### src/rtl/in_feature_loader_pkg.sv
// ---------------------------------------------------------------------------
// in_feature_loader_pkg
//   Shared constants and types for the layer-1 input feature loader.
//   - DATA_WIDTH                     : pixel / RAM word width
//   - LAYER1_IN_FEATURE_ADDR_WIDTH   : in_feature RAM address width
//   - LAYER1_IN_FEATURE_WORDS        : words per frame (32x32 image)
//   - loader_state_t                 : loader FSM state encoding
// ---------------------------------------------------------------------------
package in_feature_loader_pkg;

    localparam int DATA_WIDTH                   = 16;
    localparam int LAYER1_IN_FEATURE_ADDR_WIDTH = 11;
    localparam int LAYER1_IN_FEATURE_WORDS      = 1024;

    typedef enum logic [2:0] {
        LD_IDLE  = 3'd0,  // waiting for enable, stream stalled
        LD_LOAD  = 3'd1,  // storing words into in_feature
        LD_DRAIN = 3'd2,  // over-long frame: swallow words until s_last
        LD_START = 3'd3,  // one-cycle network reset
        LD_RUN   = 3'd4   // network enabled until net_done
    } loader_state_t;

endpackage

### src/rtl/in_feature_loader.sv
// ---------------------------------------------------------------------------
// in_feature_loader
//   Fills the layer-1 in_feature RAM (write side of port A) from a
//   valid/ready pixel stream, one frame at a time, then sequences the CNN:
//   a one-cycle net_reset pulse followed by net_enable held until net_done.
//
// Ports
//   clock, reset        : rising-edge clock, synchronous active-high reset
//   enable              : block enable; low parks the block in IDLE between
//                         frames (never aborts a frame or a run in progress)
//   s_valid/s_data/     : input pixel stream, s_last marks the final word
//   s_last/s_ready
//   mem_address_a/      : registered RAM write port (1-cycle write latency)
//   mem_data_a/
//   mem_wren_a
//   net_reset           : one-cycle pulse before each network run
//   net_enable          : level held for the whole network run
//   net_done            : network finished; only honoured while running
//   frame_done          : one-cycle pulse per completed run
//   err_short           : pulse when s_last arrives before a full frame
//   err_long            : pulse when a full frame has no s_last on its end
// ---------------------------------------------------------------------------
module in_feature_loader
    import in_feature_loader_pkg::*;
#(
    parameter int DATA_WIDTH = in_feature_loader_pkg::DATA_WIDTH,
    parameter int ADDR_WIDTH = LAYER1_IN_FEATURE_ADDR_WIDTH,
    // Must not exceed 2**ADDR_WIDTH.
    parameter int NUM_WORDS  = LAYER1_IN_FEATURE_WORDS
) (
    input  logic                  clock,
    input  logic                  reset,
    input  logic                  enable,
    input  logic                  s_valid,
    input  logic [DATA_WIDTH-1:0] s_data,
    input  logic                  s_last,
    output logic                  s_ready,
    output logic [ADDR_WIDTH-1:0] mem_address_a,
    output logic [DATA_WIDTH-1:0] mem_data_a,
    output logic                  mem_wren_a,
    output logic                  net_reset,
    output logic                  net_enable,
    input  logic                  net_done,
    output logic                  frame_done,
    output logic                  err_short,
    output logic                  err_long
);

    // One spare bit so the counter can sit at NUM_WORDS after a long frame
    // without wrapping back onto a valid address.
    typedef logic [ADDR_WIDTH:0] wcnt_t;

    localparam wcnt_t LAST_IDX = wcnt_t'(NUM_WORDS - 1);

    loader_state_t state;
    wcnt_t         wcnt;

    // Decoded from the state register only, so ready never depends on valid.
    assign s_ready = (state == LD_LOAD) || (state == LD_DRAIN);

    always_ff @(posedge clock) begin
        if (reset) begin
            state         <= LD_IDLE;
            wcnt          <= '0;
            mem_address_a <= '0;
            mem_data_a    <= '0;
            mem_wren_a    <= 1'b0;
            net_reset     <= 1'b0;
            net_enable    <= 1'b0;
            frame_done    <= 1'b0;
            err_short     <= 1'b0;
            err_long      <= 1'b0;
        end else begin
            // Pulse outputs default low; net_enable and the write address /
            // data hold their value.
            mem_wren_a <= 1'b0;
            net_reset  <= 1'b0;
            frame_done <= 1'b0;
            err_short  <= 1'b0;
            err_long   <= 1'b0;

            unique case (state)
                LD_IDLE: begin
                    if (enable) state <= LD_LOAD;
                end

                LD_LOAD: begin
                    if (s_valid) begin
                        // Every accepted word is written, including the one
                        // that carries an early s_last.
                        mem_wren_a    <= 1'b1;
                        mem_address_a <= wcnt[ADDR_WIDTH-1:0];
                        mem_data_a    <= s_data;
                        if (wcnt == LAST_IDX) begin
                            wcnt <= wcnt + 1'b1;
                            if (s_last) begin
                                state     <= LD_START;
                                net_reset <= 1'b1;
                            end else begin
                                err_long <= 1'b1;
                                state    <= LD_DRAIN;
                            end
                        end else if (s_last) begin
                            // Partial frame is abandoned; next word lands at 0.
                            err_short <= 1'b1;
                            wcnt      <= '0;
                        end else begin
                            wcnt <= wcnt + 1'b1;
                        end
                    end
                end

                LD_DRAIN: begin
                    // Surplus words are accepted but never written.
                    if (s_valid && s_last) begin
                        state     <= LD_START;
                        net_reset <= 1'b1;
                    end
                end

                LD_START: begin
                    state      <= LD_RUN;
                    net_enable <= 1'b1;
                end

                LD_RUN: begin
                    if (net_done) begin
                        net_enable <= 1'b0;
                        frame_done <= 1'b1;
                        wcnt       <= '0;
                        state      <= enable ? LD_LOAD : LD_IDLE;
                    end
                end

                default: begin
                    state      <= LD_IDLE;
                    net_enable <= 1'b0;
                    wcnt       <= '0;
                end
            endcase
        end
    end

endmodule

### config.mk
export PLATFORM = sky130hd
export DESIGN_NAME = in_feature_loader
export DESIGN_NICKNAME = d
export VERILOG_FILES = /design/src/rtl/in_feature_loader_pkg.sv /design/src/rtl/in_feature_loader.sv
export SDC_FILE = /design/constraint.sdc
export NUM_CORES = 1
export LEC_CHECK = 0
export CORE_MARGIN = 10
export CORE_UTILIZATION = 30
export CTS_CLUSTER_DIAMETER = 150
export DETAILED_ROUTE_END_ITERATION = 16
export PLACE_DENSITY = 0.55
export SETUP_SLACK_MARGIN = 0.05
export SYNTH_ARGS = -nofsm -noshare
export SYNTH_HDL_FRONTEND = slang
export SYNTH_SLANG_ARGS = --single-unit
### constraint.sdc
create_clock -name clock -period 2.14 [get_ports clock]
set_clock_uncertainty 0.2 [all_clocks]
set_input_delay 0.428 -clock clock [delete_from_list [all_inputs] [get_ports clock]]
set_output_delay 0.428 -clock clock [all_outputs]
set_load 0.1 [all_outputs]
; After elaboration in Yosys (flattened, before gate mapping)
; Cells that the tools add are included.
[word_totals]
regBits = 48
in_bits = 22
output_inout_bits = 34
wordCells = 63
[op_classes]
addsub = 1
eq_ne = 10
n_mux = 23
n_bitwise = 6
n_reduce_logical = 13
[op_table]
columns = operator, count
row1 = 2-to-1 mux 12 bit, 4
row2 = one-hot mux 12 bit (3 select lines), 1
row3 = 2-to-1 mux 3 bit, 5
row4 = one-hot mux 3 bit (5 select lines), 1
row5 = adder 12 x 1 -> 12 bit (second input constant), 1
row6 = == test 12 x 10 -> 1 bit (second input constant), 1
row7 = 2-to-1 mux 1 bit, 10
row8 = OR reduction 4 bit, 2
row9 = == test 3 x 2 -> 1 bit (second input constant), 2
row10 = inequality test 2 bit (second input constant), 3
row11 = NOT 1 bit, 6
row12 = OR reduction 3 bit, 2
row13 = AND reduction 5 bit, 1
row14 = inequality test 2 x 1 -> 1 bit (second input constant), 2
row15 = AND reduction 2 bit, 2
row16 = OR reduction 2 bit, 2
row17 = == test 3 x 1 -> 1 bit (second input constant), 1
row18 = == test 3 bit (second input constant), 1
row19 = logical NOT 3 bit, 1
row20 = one-hot mux 1 bit (3 select lines), 1
row21 = AND reduction 3 bit, 1
row22 = one-hot mux 1 bit (2 select lines), 1
row23 = logical AND 1 bit, 1
row24 = logical OR 1 bit, 1

; Depth between registers and ports, before layout
[logic_depth]
ltp_word = 5
ltp_mapped = 7
mapped_depth_nobuf = 6

; Least setup slack after synthesis
; No wires, ideal clock.
[synth_timing]
path_kind = reg-to-output
start = register state[0]
end = output port s_ready
arrival_time_ns = 2.189
t_required_ns = 1.512
slack_ns = -0.677
path_stages_with_launch = 4
path_buffers = 1
cell_sequence = dfxtp_1 clkbuf_1 nand2_1 a21oi_1
[synth_via]
elab_chain_len = 2
elab_cells_between_ends = 3
cone_classes = eq/ne: 2 / reduce/logical: 1
[synth_lines]
columns = item, line
row1 = from (decl), in_feature_loader.sv:55  ; loader_state_t state;
row2 = from (signal assigned), in_feature_loader.sv:131  ; state <= enable ? LD_LOAD : LD_IDLE;
row3 = == test 3 x 1 -> 1 bit or == test 3 x 2 -> 1 bit (tied branches), in_feature_loader.sv:59  ; assign s_ready = (state == LD_LOAD) || (state == LD_DRAIN);
row4 = logical OR 1 bit *, in_feature_loader.sv:59
row5 = to (decl), in_feature_loader.sv:37  ; output logic s_ready,
; Mark *: on every way between the ends. The rest lies on a longest branch, timed or not.

; Worst setup path after layout
[layout_timing]
start = register wcnt[4]
end = register wcnt[9]
[layout_via]
elab_chain_len = 5
elab_cells_between_ends = 6
cone_classes = add/sub: 1 / eq/ne: 1 / mux: 4
[layout_lines]
columns = item, line
row1 = from (decl), in_feature_loader.sv:56  ; wcnt_t wcnt;
row2 = from (signal assigned), in_feature_loader.sv:95  ; wcnt <= wcnt + 1'b1;
row3 = from (signal assigned), in_feature_loader.sv:108  ; wcnt <= wcnt + 1'b1;
row4 = adder 12 x 1 -> 12 bit, "in_feature_loader.sv:95, in_feature_loader.sv:108"
row5 = 2-to-1 mux 12 bit, in_feature_loader.sv:103  ; end else if (s_last) begin
row6 = 2-to-1 mux 12 bit *, in_feature_loader.sv:94  ; if (wcnt == LAST_IDX) begin
row7 = 2-to-1 mux 12 bit *, in_feature_loader.sv:88  ; if (s_valid) begin
row8 = one-hot mux 12 bit (3 select lines) *, in_feature_loader.sv:82  ; unique case (state)
; Mark *: on every way between the ends. The rest lies on a longest branch, timed or not. The select of a mux whose other input is x is not followed.
; A chain may end at the register's enable or synchronous reset.

==> metrics.md <==
| Metric | Value |
|---|---|
| Worst EP required | 2.17 ns |
| Fin cells | 390 |
| Largest family of logic cells by synthesized area | simple AND/OR/NAND/NOR gates |
| Sequential fraction of the synthesis area | 0.484 |
| Seq pwr share | 0.382 |
| Clock Power Share | 0.194 |
| Routed via count | 1872 |
| Worst slew pin tran | 0.347 ns |
| Detail Route Antenna Nets | 0 |
| RSZ-0062 raised after global routing | yes |
| Largest net degree at the start of global routing | 23 |
| Count of input and output buffers | 55 |
| Footprint of the multi-input gates | 970 sq um |
| Synth Area in Compound Gates | 0.132 |
| Clock slew at reported path FFs | 0.08 ns |
| Post-Syn Area per Cell | 8.13 sq um |
| Die height | 101 um |
| CTS Buf Count | 5 |
| Hold/Removal Path Class | reg -> reg |
| Switching share of power | 0.414 |
| CTS Hold Bufs | 0 |
| Die area | 0.0103 sq mm |
| Global-route track usage on met1 | 0.120 |
| Root buf cell | clkbuf_8 |
| Worst slew margin | 0.766 |
| Adder-cell share of the synthesized area | 0.00631 |
| Met2 usage | 0.169 |
| Hold Fails Final Rpt | 0 |
| Critical Path Start Type | register |
| Flop2flop setup slack | 0.13 ns |
| Leak | 0.00109 uW |
| Setup TNS | 0 ns |
| Sink Count | 48 |
| Max Clock Freq | 499 MHz |
| Layout fillers | 648 |
| Tot GR Track Use | 0.103 |
| First-pass detailed-route iteration total | 4 |
| Core ar. | 0.00639 sq mm |
| Avg WL per Cell | 13.5 um |
| Total routed wirelength | 5.27 mm |
| CP Capture Type | register |
| Crit path DAT | 2.03 ns |
| Logic pwr share | 0.424 |
| Status | completed |
| Crit path time final | 2.01 ns |
| Hold_ws | 0.257 ns |
| VDD IR max | 0.837 mV |
| Cell count after placement | 383 |
| Final setup viols | 0 |
| FF+latch area | 965 sq um |
| Vias in the first global route | 1874 |
| WS Path Type | reg -> reg |
| First-pass GRT wire length | 8.78 mm |
| Gr ovfl total | 0 |
| DR DRC count | 0 |
| Worst-Skew Late Latency | 0.29 ns |
| Multiplexer share of the synthesized area | 0.0107 |
| Synth Register Bits | 48 |
| Maximum fanout along the worst path | 2 |
| Syn Std Cell Area | 0.00198 sq mm |
| Met3 usage | 0.0429 |
| Row cnt | 29 |
| Post-synth EDFFs | 0 |
| H-tree depth | 2 |
| Max Cap Violations | 0 |
| Placer Congestion | 0.865 |
| Layout net count | 336 |
| Synth Flop Type | dfxtp_1 |
| N_diodes | 0 |
| Gr busiest metal | met2 |
| Final count of pins violating max slew | 0 |
| Final worst-path cycle share | 0.937 |
| Overall power consumption | 2640 uW |
| Cell variety after synth | 40 |
| Via-to-Cell Ratio | 4.80 |
| Net Sw Power | 1090 uW |
| Synth Instances | 244 |
| CTS tree | built |
| Initial DRC count | 57 |
| I/O pins | 56 |
| Synth Warn # | 0 |
| XOR/XNOR Fraction of Synth Area | 0.0353 |
| # Post-CTS Setup Buffers | 0 |
| Pwr dens | 899 mW/mm^2 |
| Syn Nets | 267 |
| Area Growth Syn to Fin | 47.9% |
| Die W | 101 um |
| Initial Utilization | 0.311 |
| DP Wirelength | 3.97 mm |
| Initial antenna violation count | 0 |
| Int Power | 1550 uW |
| Share of cells above drive strength 1 | 0.243 |
| Clock Path Buffers | 2 |
| Async SR Flop Fraction | 0 |
| Post-synthesis simple-gate area fraction | 0.294 |
Yosys cell counts, types with 2 or more instances:
library cell / instances / area (sq um)
nand3b_1: 3 / 22.5
and2_1: 2 / 12.5
nor2_1: 16 / 60.1
nor4b_1: 3 / 26.3
nor3b_1: 4 / 30.0
nand3_1: 5 / 25.0
buf_2: 3 / 15.0
a21oi_1: 34 / 170
and3_1: 2 / 12.5
clkbuf_1: 12 / 45.0
nor4_1: 3 / 18.8
nand2_1: 65 / 244
nand2b_1: 3 / 18.8
a31oi_1: 2 / 12.5
o21ai_0: 4 / 20.0
xnor2_1: 7 / 61.3
dfxtp_1: 48 / 961
nor3_1: 5 / 25.0
or4_1: 2 / 15.0
repair_timing:
item | 4_1_cts | 5_1_grt
pin swaps | 2 | 0
setup endpoints to repair | 3 | 11
gates resized for setup | 4 | 3
flip-flops by register name (all words and copies together), names as in the netlist:
| name | count |
|---|---|
| net_enable | 1 |
| state | 3 |
| frame_done | 1 |
| mem_data_a | 16 |
| err_short | 1 |
| wcnt | 12 |
| err_long | 1 |
| mem_address_a | 11 |
| net_reset | 1 |
| mem_wren_a | 1 |
power groups by stage:
stage | Clock, uW | Sequential [uW] | Combinational, uW
2_1_floorplan | 0 | 1340 | 446
3_3_place_gp | 0 | 1030 | 1110
3_5_place_dp | 0 | 1030 | 1120
4_1_cts | 541 | 1010 | 1130
5_1_grt | 562 | 1020 | 1200
6_report | 512 | 1010 | 1120
through the flow:
stage               instance area [sq um]   util  setup WS, ns
floorplan                            2000      -        0.0780
global route                         2940  0.460        0.0239
detailed placement                   2850  0.446        -0.407
global placement                     2850  0.446        -0.361
finish                               2940  0.460         0.134
CTS                                  2930  0.459        0.0538
worst max-delay path, stage by stage (launching register included):
cell     delay, ns
dfxtp_1       0.33
and3_1        0.17
nand3_2       0.09
or4_4         0.48
or4b_1        0.53
a31oi_1       0.13
layout make-up:
| class | instances | share of cell area |
|---|---|---|
| Clock buffer | 6 | 0.0247 |
| Clock inverter | 1 | 0.00171 |
| Inverter | 1 | 0.00128 |
| Multi-Input combinational cell | 179 | 0.330 |
| Sequential cell | 48 | 0.329 |
| Tap cell | 77 | 0.0328 |
| Timing Repair Buffer | 78 | 0.280 |
metal layers:
layer / part of all wire / vias to the layer above
li1: - / 964
met1: 0.46 / 867
met3: 0.074 / 6
met2: 0.46 / 35
met4: 0.012 / 0
met5: 0 / -
kinds of logic (layout without fill, tap and decap cells):
| family | Yosys count | in the layout |
|---|---|---|
| and+or+nand+nor | 121 | 121 |
| DFF | 48 | 48 |
| AOI/OAI and AO/OA | 47 | 47 |
| buffers and inverters | 17 | 86 |
| xor gates and xnor gates | 8 | 8 |
| muxes | 2 | 2 |
| adders and majority gates | 1 | 1 |
final timing paths:
check                      from            end  cells after the start
hold / removal    mem_data_a[2]  mem_data_a[2]                      2
setup reg to reg        wcnt[4]        wcnt[9]                      5
setup / recovery        wcnt[4]        wcnt[9]                      5
hold reg to reg   mem_data_a[2]  mem_data_a[2]                      2
layout by cell type (no fill, tap or decap), types with 2 or more instances in the layout:
cell	n
nor4b_1	3
nor2_1	16
nand2_1	65
dfxtp_1	45
nor3b_1	4
dlygate4sd2_1	2
clkbuf_8	5
xnor2_1	7
nor4_1	3
nand3_1	5
and3_1	2
nand3b_1	3
nand2b_1	3
dfxtp_2	3
clkdlybuf4s50_1	19
buf_12	15
a31oi_1	2
buf_4	42
or4_1	2
o21ai_0	4
and2_1	2
a21oi_1	33
nor3_1	5
(Power assumes the default switching activity.)
